### config.mk
export PLATFORM = sky130hd
export DESIGN_NAME = spi_flash_responder
export DESIGN_NICKNAME = d
export VERILOG_FILES = /design/src/rtl/spi_flash_responder.sv
export SDC_FILE = /design/constraint.sdc
export NUM_CORES = 1
export LEC_CHECK = 0
export CORE_ASPECT_RATIO = 0.8
export CORE_MARGIN = 4
export CORE_UTILIZATION = 62
export CTS_CLUSTER_DIAMETER = 120
export DETAILED_ROUTE_END_ITERATION = 8
export PLACE_DENSITY = 0.82
export SYNTH_ARGS = -nofsm -noshare
export SYNTH_HDL_FRONTEND = slang
export SYNTH_SLANG_ARGS = --single-unit
### constraint.sdc
create_clock -name clk -period 4.8 [get_ports clk]
set_input_delay 0.96 -clock clk [delete_from_list [all_inputs] [get_ports clk]]
set_output_delay 0.96 -clock clk [all_outputs]
set_load 0.03 [all_outputs]
### src/rtl/spi_flash_responder.sv
// spi_flash_responder: SPI/QSPI flash-ROM responder.
// It answers Read Data (03h, serial data out on io1) and Quad Output Fast Read
// (6Bh, 8 dummy clocks, nibble data out on io[3:0]) from a byte-wide memory
// port. SCLK, CS and io are oversampled in the clk domain.
// Ports:
//   clk, reset_n        system clock, asynchronous active-low reset
//   spi_cs_n, spi_sclk  chip select and SPI clock (mode 0), asynchronous
//   spi_in[3:0]         io pin inputs, io0 = MOSI
//   spi_out[3:0]        io pin outputs, io1 = MISO in single mode
//   spi_oe[3:0]         per-pin output enable, 1 = drive
//   mem_addr            registered byte address to memory
//   mem_rdata           memory byte, valid within 1 clk of mem_addr
//   busy                high whenever the responder is not idle
module spi_flash_responder #(
    parameter int unsigned MEM_ADDR_BITS = 12
) (
    input  logic                     clk,
    input  logic                     reset_n,
    input  logic                     spi_cs_n,
    input  logic                     spi_sclk,
    input  logic [3:0]               spi_in,
    output logic [3:0]               spi_out,
    output logic [3:0]               spi_oe,
    output logic [MEM_ADDR_BITS-1:0] mem_addr,
    input  logic [7:0]               mem_rdata,
    output logic                     busy
);

    localparam int unsigned CNT_W     = 6;
    localparam logic [7:0]  CMD_READ  = 8'h03;
    localparam logic [7:0]  CMD_QREAD = 8'h6B;

    typedef enum logic [2:0] {
        ST_IDLE, ST_CMD, ST_ADDR, ST_DUMMY, ST_DATA, ST_IGNORE
    } state_t;

    state_t state, state_nxt;

    logic       cs_meta, cs_sync;
    logic       sclk_meta, sclk_sync, sclk_d;
    logic [3:0] in_meta, in_sync;
    logic       rise, fall, in0;

    logic [CNT_W-1:0]         bit_cnt;
    logic [6:0]               cmd_sr;
    logic [7:0]               cmd_full;
    logic [MEM_ADDR_BITS-2:0] addr_sr;
    logic [MEM_ADDR_BITS-1:0] addr_full;
    logic                     quad;
    logic [7:0]               out_sr;
    logic [7:0]               next_byte;
    logic [7:0]               cur_byte;
    logic                     reload;
    logic [2:0]               pos;
    logic [1:0]               fetch_p;
    logic                     fetch_to_sr;

    // io1..io3 are never sampled by the supported commands
    logic unused_io;
    assign unused_io = ^in_sync[3:1];

    // 2-FF synchronizers plus a delayed SCLK copy for edge detection
    always_ff @(posedge clk or negedge reset_n) begin
        if (!reset_n) begin
            cs_meta   <= 1'b1;
            cs_sync   <= 1'b1;
            sclk_meta <= 1'b0;
            sclk_sync <= 1'b0;
            sclk_d    <= 1'b0;
            in_meta   <= 4'h0;
            in_sync   <= 4'h0;
        end else begin
            cs_meta   <= spi_cs_n;
            cs_sync   <= cs_meta;
            sclk_meta <= spi_sclk;
            sclk_sync <= sclk_meta;
            sclk_d    <= sclk_sync;
            in_meta   <= spi_in;
            in_sync   <= in_meta;
        end
    end

    assign rise      = sclk_sync & ~sclk_d;
    assign fall      = ~sclk_sync & sclk_d;
    assign in0       = in_sync[0];
    assign cmd_full  = {cmd_sr, in0};
    assign addr_full = {addr_sr, in0};
    // First fall of each byte switches over to the prefetched byte
    assign cur_byte  = reload ? next_byte : out_sr;

    // State register
    always_ff @(posedge clk or negedge reset_n) begin
        if (!reset_n) state <= ST_IDLE;
        else          state <= state_nxt;
    end

    // Next state; CS high overrides any SCLK edge seen in the same clk
    always_comb begin
        state_nxt = state;
        if (state != ST_IDLE && cs_sync) begin
            state_nxt = ST_IDLE;
        end else begin
            case (state)
                ST_IDLE:  if (!cs_sync) state_nxt = ST_CMD;
                ST_CMD:   if (rise && bit_cnt == CNT_W'(7))
                              state_nxt = (cmd_full == CMD_READ || cmd_full == CMD_QREAD)
                                          ? ST_ADDR : ST_IGNORE;
                ST_ADDR:  if (rise && bit_cnt == CNT_W'(23))
                              state_nxt = quad ? ST_DUMMY : ST_DATA;
                ST_DUMMY: if (rise && bit_cnt == CNT_W'(7)) state_nxt = ST_DATA;
                default:  state_nxt = state;
            endcase
        end
    end

    // Shift registers, memory addressing, prefetch and registered outputs
    always_ff @(posedge clk or negedge reset_n) begin
        if (!reset_n) begin
            spi_out     <= 4'h0;
            spi_oe      <= 4'h0;
            mem_addr    <= '0;
            busy        <= 1'b0;
            bit_cnt     <= '0;
            cmd_sr      <= '0;
            addr_sr     <= '0;
            quad        <= 1'b0;
            out_sr      <= 8'h00;
            next_byte   <= 8'h00;
            reload      <= 1'b0;
            pos         <= 3'd0;
            fetch_p     <= 2'b00;
            fetch_to_sr <= 1'b0;
        end else begin
            busy    <= (state_nxt != ST_IDLE);
            // Memory data is taken 2 clk after mem_addr is updated
            fetch_p <= {fetch_p[0], 1'b0};
            if (fetch_p[1]) begin
                if (fetch_to_sr) out_sr    <= mem_rdata;
                else             next_byte <= mem_rdata;
            end

            if (state == ST_IDLE || state_nxt == ST_IDLE) begin
                spi_out <= 4'h0;
                spi_oe  <= 4'h0;
                bit_cnt <= '0;
                cmd_sr  <= '0;
                addr_sr <= '0;
            end else begin
                case (state)
                    ST_CMD: if (rise) begin
                        cmd_sr  <= cmd_full[6:0];
                        quad    <= (cmd_full == CMD_QREAD);
                        bit_cnt <= (bit_cnt == CNT_W'(7)) ? '0 : bit_cnt + CNT_W'(1);
                    end
                    ST_ADDR: if (rise) begin
                        addr_sr <= addr_full[MEM_ADDR_BITS-2:0];
                        if (bit_cnt == CNT_W'(23)) begin
                            bit_cnt     <= '0;
                            mem_addr    <= addr_full;
                            fetch_p     <= 2'b01;
                            fetch_to_sr <= 1'b1;
                            reload      <= 1'b0;
                            pos         <= quad ? 3'd1 : 3'd7;
                        end else begin
                            bit_cnt <= bit_cnt + CNT_W'(1);
                        end
                    end
                    ST_DUMMY: if (rise) bit_cnt <= bit_cnt + CNT_W'(1);
                    ST_DATA: if (fall) begin
                        out_sr <= cur_byte;
                        if (quad) begin
                            spi_out <= pos[0] ? cur_byte[7:4] : cur_byte[3:0];
                            spi_oe  <= 4'b1111;
                        end else begin
                            spi_out <= {2'b00, cur_byte[pos], 1'b0};
                            spi_oe  <= 4'b0010;
                        end
                        // Last bit/nibble of the byte: prefetch the next address
                        if (pos == 3'd0) begin
                            mem_addr    <= mem_addr + MEM_ADDR_BITS'(1);
                            fetch_p     <= 2'b01;
                            fetch_to_sr <= 1'b0;
                            reload      <= 1'b1;
                            pos         <= quad ? 3'd1 : 3'd7;
                        end else begin
                            reload <= 1'b0;
                            pos    <= pos - 3'd1;
                        end
                    end
                    default: ;
                endcase
            end
        end
    end

endmodule
==> impl_results.md, run 1 <==
* VDD IR max at 0.0002521 V
* Final ANT Viol Nets at 0
* Final slew viol count at 0
* Wire length per cell at 18.06 um
* Min-Delay Startpoint: sclk_meta
* Final Util at 71.84%
* Dominant synthesized flop cell: dfrtp_1
* Post-DP Area at 0.004383 mm2
* Seq cells post-synth at 77
* Worst Skew at 0.008219 ns
* Global placement routability congestion at 0.8451
* H-tree Lvls at 3
* Setup slack, reg-to-reg at 2.20 ns
* Row cnt at 26
* Effective utilization at floorplan at 64.01%
* Sequential fraction of the synthesis area at 47.27%
* Initial drt markers at 258
* Largest net degree at the start of global routing at 78
* R2R Path Start: state[0]
* GR Util All Layers at 24.02%
* Slew HR at 36.89%
* CTS Buf Count at 9
* First-pass GRT wire length at 15090 um
* Die Footprint at 0.007953 mm2
* Mapped Cells at 373
* Root Buffer: clkbuf_8
* Worst Hold Depth at 0
* Dpl ws at 2.215 ns
* Overall Power at 1.209 mW
* Post-Route WL at 8685 um
* Post-synth ARST share at 100.0%
* Post-Layout Cell Count at 481
* 1st-pass router iterations at 5
* Worst-path clk slew at 0.08 ns
* Number of synthesized flops with an enable pin at 0
* Fin Setup TNS at 0 ns
* Antenna diodes at 0
* Die Wd at 98.71 um
* Die height at 80.57 um
* Fin area at 0.004581 mm2
* Post-synthesis cell type count at 73
* Tmin final at 2.600 ns
* Total I/O pin count at 37
* Final Hold Vio Count at 0
* Worst reg2reg endpoint: out_sr[7]
* Leak at 1.953 nW
* Worst Setup Path Type: flip-flop to flip-flop
* CP Max Fanout at 15
* Final setup viols at 0
* Most common cell after layout, fill and taps aside: dfrtp_1
* DRC viols at 0
* Detail Placement HPWL at 5984 um
* CTS tree: built
* Worst EP arrival at 2.82 ns
* Hold EP: sclk_sync
* Hold WC Path Type: flip-flop to flip-flop
* Worst R2R Path Depth at 4
* Via density at 6.403
* Dpl cells at 465
* Critical Path RT at 5.01 ns
* GRT overflow at 0
* Vias at 3080
* Synth-to-Final Area Change at 12.23%
* Yosys warns at 0
* Post-CTS Setup Inserts at 0
* Nets at 412
* Post-CTS sizing at 0
* Latest clock arrival within the worst-skew pair at 0.35 ns
* Worst-margin pin slew at 0.9466 ns
* Share of cells above drive strength 1 at 14.36%
* Status: finished, final reports clean
* Commonest non-fill, non-tap cells in the layout: dfrtp_1, clkdlybuf4s50_1, nor2_1
* Startpoint Class: flip-flop
* Initial antenna violation count at 0
* Max Cap Viol at 0
* Hold_ws at 0.3573 ns
* Hold buffer count at CTS at 0
* RSZ-0062 raised after global routing: false
* Number of port buffers at 33
* Tcrit/Tclk final at 54.18%
* Vias in the first global route at 3000
* CTS sink count at 77
* Core Area at 0.006376 mm2
* Syn avg cell area at 10.94 um2
* Pwr Density at 264.0 mW/mm2
* CTS Buffer Depth at 2
* Peak Freq at 384.5 MHz
* Crit end category: flip-flop
* Synthesized Nets at 393
* Fillcell total at 467
* Setup ws final at 2.200 ns
* Cell area after synthesis at 0.004081 mm2
routing by layer:
layer	track usage [%]	vias to the layer above	share of wire, %
met5	0	-	0
met4	6.412	0	1.2
met3	5.990	11	6.0
met2	36.64	119	46
met1	34.49	1522	46
li1	-	1428	-
critical path, stage by stage, from the launching register on:
cell	delay, ns
dfrtp_1	0.54
or3b_1	0.69
o311ai_4	0.54
and2_1	0.56
a21oi_2	0.13
cells in the mapped netlist, types with 5 or more instances:
cell        n  share of area (%)
nand2_1    20                1.8
inv_1      17                1.6
a221oi_1    5                1.1
nand4_1     8                1.2
nor2_1     24                2.2
nand2b_1    6               0.92
o21ai_0    14                1.7
buf_2       6               0.74
clkbuf_1   11                1.0
mux4_1      5                3.2
a2bb2oi_1   6                1.3
mux2_2     13                3.6
nand3_1    14                1.7
mux2i_1    19                4.7
dfrtp_1    75                 46
o22ai_1    12                1.8
a21oi_1     5               0.61
and4_1      5                1.1
a21oi_2     8                1.7
nor3_1      6               0.74
flip-flops by register name (all words and copies together), names as in the netlist, 2 cells and up:
| register | count |
|---|---|
| mem_addr | 12 |
| addr_sr | 11 |
| next_byte | 8 |
| out_sr | 8 |
| cmd_sr | 7 |
| bit_cnt | 6 |
| spi_out | 4 |
| pos | 3 |
| state | 3 |
| fetch_p | 2 |
| spi_oe | 2 |
cell families (layout without fill, tap and decap cells):
kind of cell,count (synthesis),count (layout),share of synthesized area (%)
muxes,42,42,13.49
DFF,77,77,47.27
AOI/OAI and AO/OA,91,91,17.23
adders and majority gates,4,4,1.226
xor gates and xnor gates,4,4,0.8585
buffers and inverters,47,71,5.426
and+or+nand+nor,108,108,14.50
worst max-delay path by stage:
stage / slack [ns] / start / endpoint / depth (start not counted)
2_1_floorplan: 2.91 / bit_cnt[0] / mem_addr[10] / 8
3_3_place_gp: 2.27 / state[2] / mem_addr[1] / 5
3_5_place_dp: 2.21 / state[2] / mem_addr[1] / 5
4_1_cts: 2.21 / state[2] / mem_addr[1] / 5
5_1_grt: 2.04 / state[2] / mem_addr[1] / 5
6_report: 2.20 / state[0] / out_sr[7] / 4
power breakdown:
group          internal (mW)  switching, mW
Clock                  0.242          0.246
Sequential             0.657         0.0109
Combinational         0.0207         0.0332
Total                  0.919          0.290
cell type report:
cell class,count,area (um2),share of cell area (%)
Tap cell,84,105.1,2.294
Multi-Input combinational cell,249,1931,42.15
Sequential cell,77,1929,42.12
Timing Repair Buffer,35,342.8,7.484
Clock buffer,9,123.9,2.704
Clock inverter,7,73.82,1.612
Inverter,20,75.07,1.639
Power figures use the tool's default switching activity.
==> run 2, diff against run 1 <==
- CORE_UTILIZATION: 62 -> 52
- PLACE_DENSITY: 0.82 -> 0.73
- clock period: 4.8 -> 2.33 ns (I/O delays scaled with it)
==> run 2 against run 1 <==
Compared with the run above:
- worst hold slack lost 0.27 ns
- maximum frequency grew 21%
- cell area grew 3.0%
- setup slack lost 2.0 ns
- first-iteration DRC count shrank 49%
- critical path depth grew 2
- combinational power grew 140%
- total power grew 100%
- largest cell class unchanged
- largest power group unchanged
==> impl_results.md, run 2 (same netlist as run 1, synthesis figures left out) <==
* GR Util All Layers at 20.59%
* CTS Buf Count at 9
* Die Footprint at 0.009339 mm2
* Most common cell after layout, fill and taps aside: dfrtp_1
* Root Buffer: clkbuf_8
* CTS tree: built
* Vias in the first global route at 3040
* RSZ-0062 raised after global routing: false
* Latest clock arrival within the worst-skew pair at 0.35 ns
* Post-DP Area at 0.004527 mm2
* Worst-path clk slew at 0.09 ns
* Largest net degree at the start of global routing at 40
* CTS sink count at 77
* Worst R2R Path Depth at 6
* Final Util at 62.61%
* Commonest non-fill, non-tap cells in the layout: dfrtp_1, clkdlybuf4s50_1, nor2_1
* Slew HR at 57.72%
* Core Area at 0.007532 mm2
* Critical Path RT at 2.58 ns
* Worst Setup Path Type: flip-flop to flip-flop
* Max Cap Viol at 0
* Final setup viols at 0
* First-pass GRT wire length at 15240 um
* Worst Skew at 0.01223 ns
* Fillcell total at 622
* 1st-pass router iterations at 5
* Fin area at 0.004716 mm2
* CP Max Fanout at 13
* Initial antenna violation count at 0
* Nets at 426
* Die height at 87.24 um
* CP max-delay cell: dfrtp_1
* Worst-margin pin slew at 0.6326 ns
* CTS Buffer Depth at 2
* Vias at 3103
* Crit path cell chain: inv_1 -> ha_1 -> nor2b_1 -> nand3_1 -> a221o_1 -> a22o_1
* Tcrit/Tclk final at 92.12%
* Die Wd at 107.1 um
* Post-CTS sizing at 0
* Hold buffer count at CTS at 0
* Final Hold Vio Count at 0
* Largest registers: mem_addr: 12 flops, addr_sr: 11 flops
* Area of the multi-input gates at 0.001931 mm2
* Hold WC Path Type: input port to asynchronous set/reset pin
* Crit end category: flip-flop
* Antenna diodes at 0
* Worst reg2reg endpoint: mem_addr[10]
* Tmin final at 2.146 ns
* Max reg flops at 12
* Via density at 6.014
* Peak Freq at 465.9 MHz
* Fin Setup TNS at 0 ns
* Biggest cell delay along the critical path at 0.56 ns
* GRT overflow at 0
* Post-CTS Setup Inserts at 0
* Leak at 2.018 nW
* R2R Path Start: pos[0]
* Final slew viol count at 0
* Startpoint Class: flip-flop
* H-tree Lvls at 3
* Most flops, register: mem_addr
* DRC viols at 0
* Worst EP arrival at 2.39 ns
* Detail Placement HPWL at 6236 um
* Row cnt at 28
* Initial drt markers at 132
* Post-Route WL at 8865 um
* Pwr Density at 523.0 mW/mm2
* Effective utilization at floorplan at 54.19%
* Share of cells above drive strength 1 at 17.27%
* Setup slack, reg-to-reg at 0.18 ns
* Sequential Area at 0.001929 mm2
* Synth-to-Final Area Change at 15.54%
* VDD IR max at 0.0004202 V
* Status: finished, final reports clean
* Total I/O pin count at 37
* Wire length per cell at 17.18 um
* Final ANT Viol Nets at 0
* Global placement routability congestion at 0.8357
* Number of port buffers at 33
[run 2: layout make-up]
class / instances / share of cell area, %
clock buffer: 9 / 2.627
clock inverter: 7 / 1.380
inverter: 20 / 1.592
multi-input combinational: 249 / 40.94
sequential: 77 / 40.91
tap: 105 / 2.786
timing repair buffer: 49 / 9.764
[run 2: critical path: cells and delay by family, from the launching register on]
family,cells,cell delay [ns]
buffers and inverters,1,0.15
DFF,1,0.56
adders and majority gates,1,0.17
and+or+nand+nor,2,0.53
AOI/OAI and AO/OA,2,0.64
[run 2: worst max-delay path by stage]
stage / startpoint / endpoint / slack, ns
after global placement: bit_cnt[0] / mem_addr[10] / 0.26
final: pos[0] / mem_addr[10] / 0.18
after detailed placement: pos[0] / mem_addr[10] / 0.22
after floorplan: bit_cnt[0] / mem_addr[10] / 0.44
after global routing: pos[0] / mem_addr[10] / 0.07
after CTS: pos[0] / mem_addr[10] / 0.22
[run 2: metrics by stage]
step                      hold WS (ns)  total power, mW  cells  setup WS [ns]
final                          0.08284            2.466    516         0.1836
after detailed placement        0.3472            1.526    500         0.2180
after global placement          0.3373            1.523    500         0.2570
after CTS                      0.09460            2.499    516         0.2164
after global routing            0.1143            2.578    516        0.06802
after floorplan                 0.1704            1.447    373         0.4442
[run 2: power by group]
group          internal (mW)  switching [mW]  leakage [nW]
combinational         0.0505          0.0765         0.891
clock                  0.413           0.555        0.0943
sequential              1.35          0.0182          1.03
[run 2: routing by layer]
layer	vias up	part of all wire [%]	track usage (%)
met2	85	45	30.27
met5	-	0	0
li1	1461	-	-
met3	9	5.8	5.337
met1	1548	48	30.13
met4	0	1.0	6.156
==> run 3, diff against run 2 <==
- CAP_MARGIN: default -> 30
==> results of run 3 <==
Same layout as run 2: the final DEF is identical, and so are final timing and power.
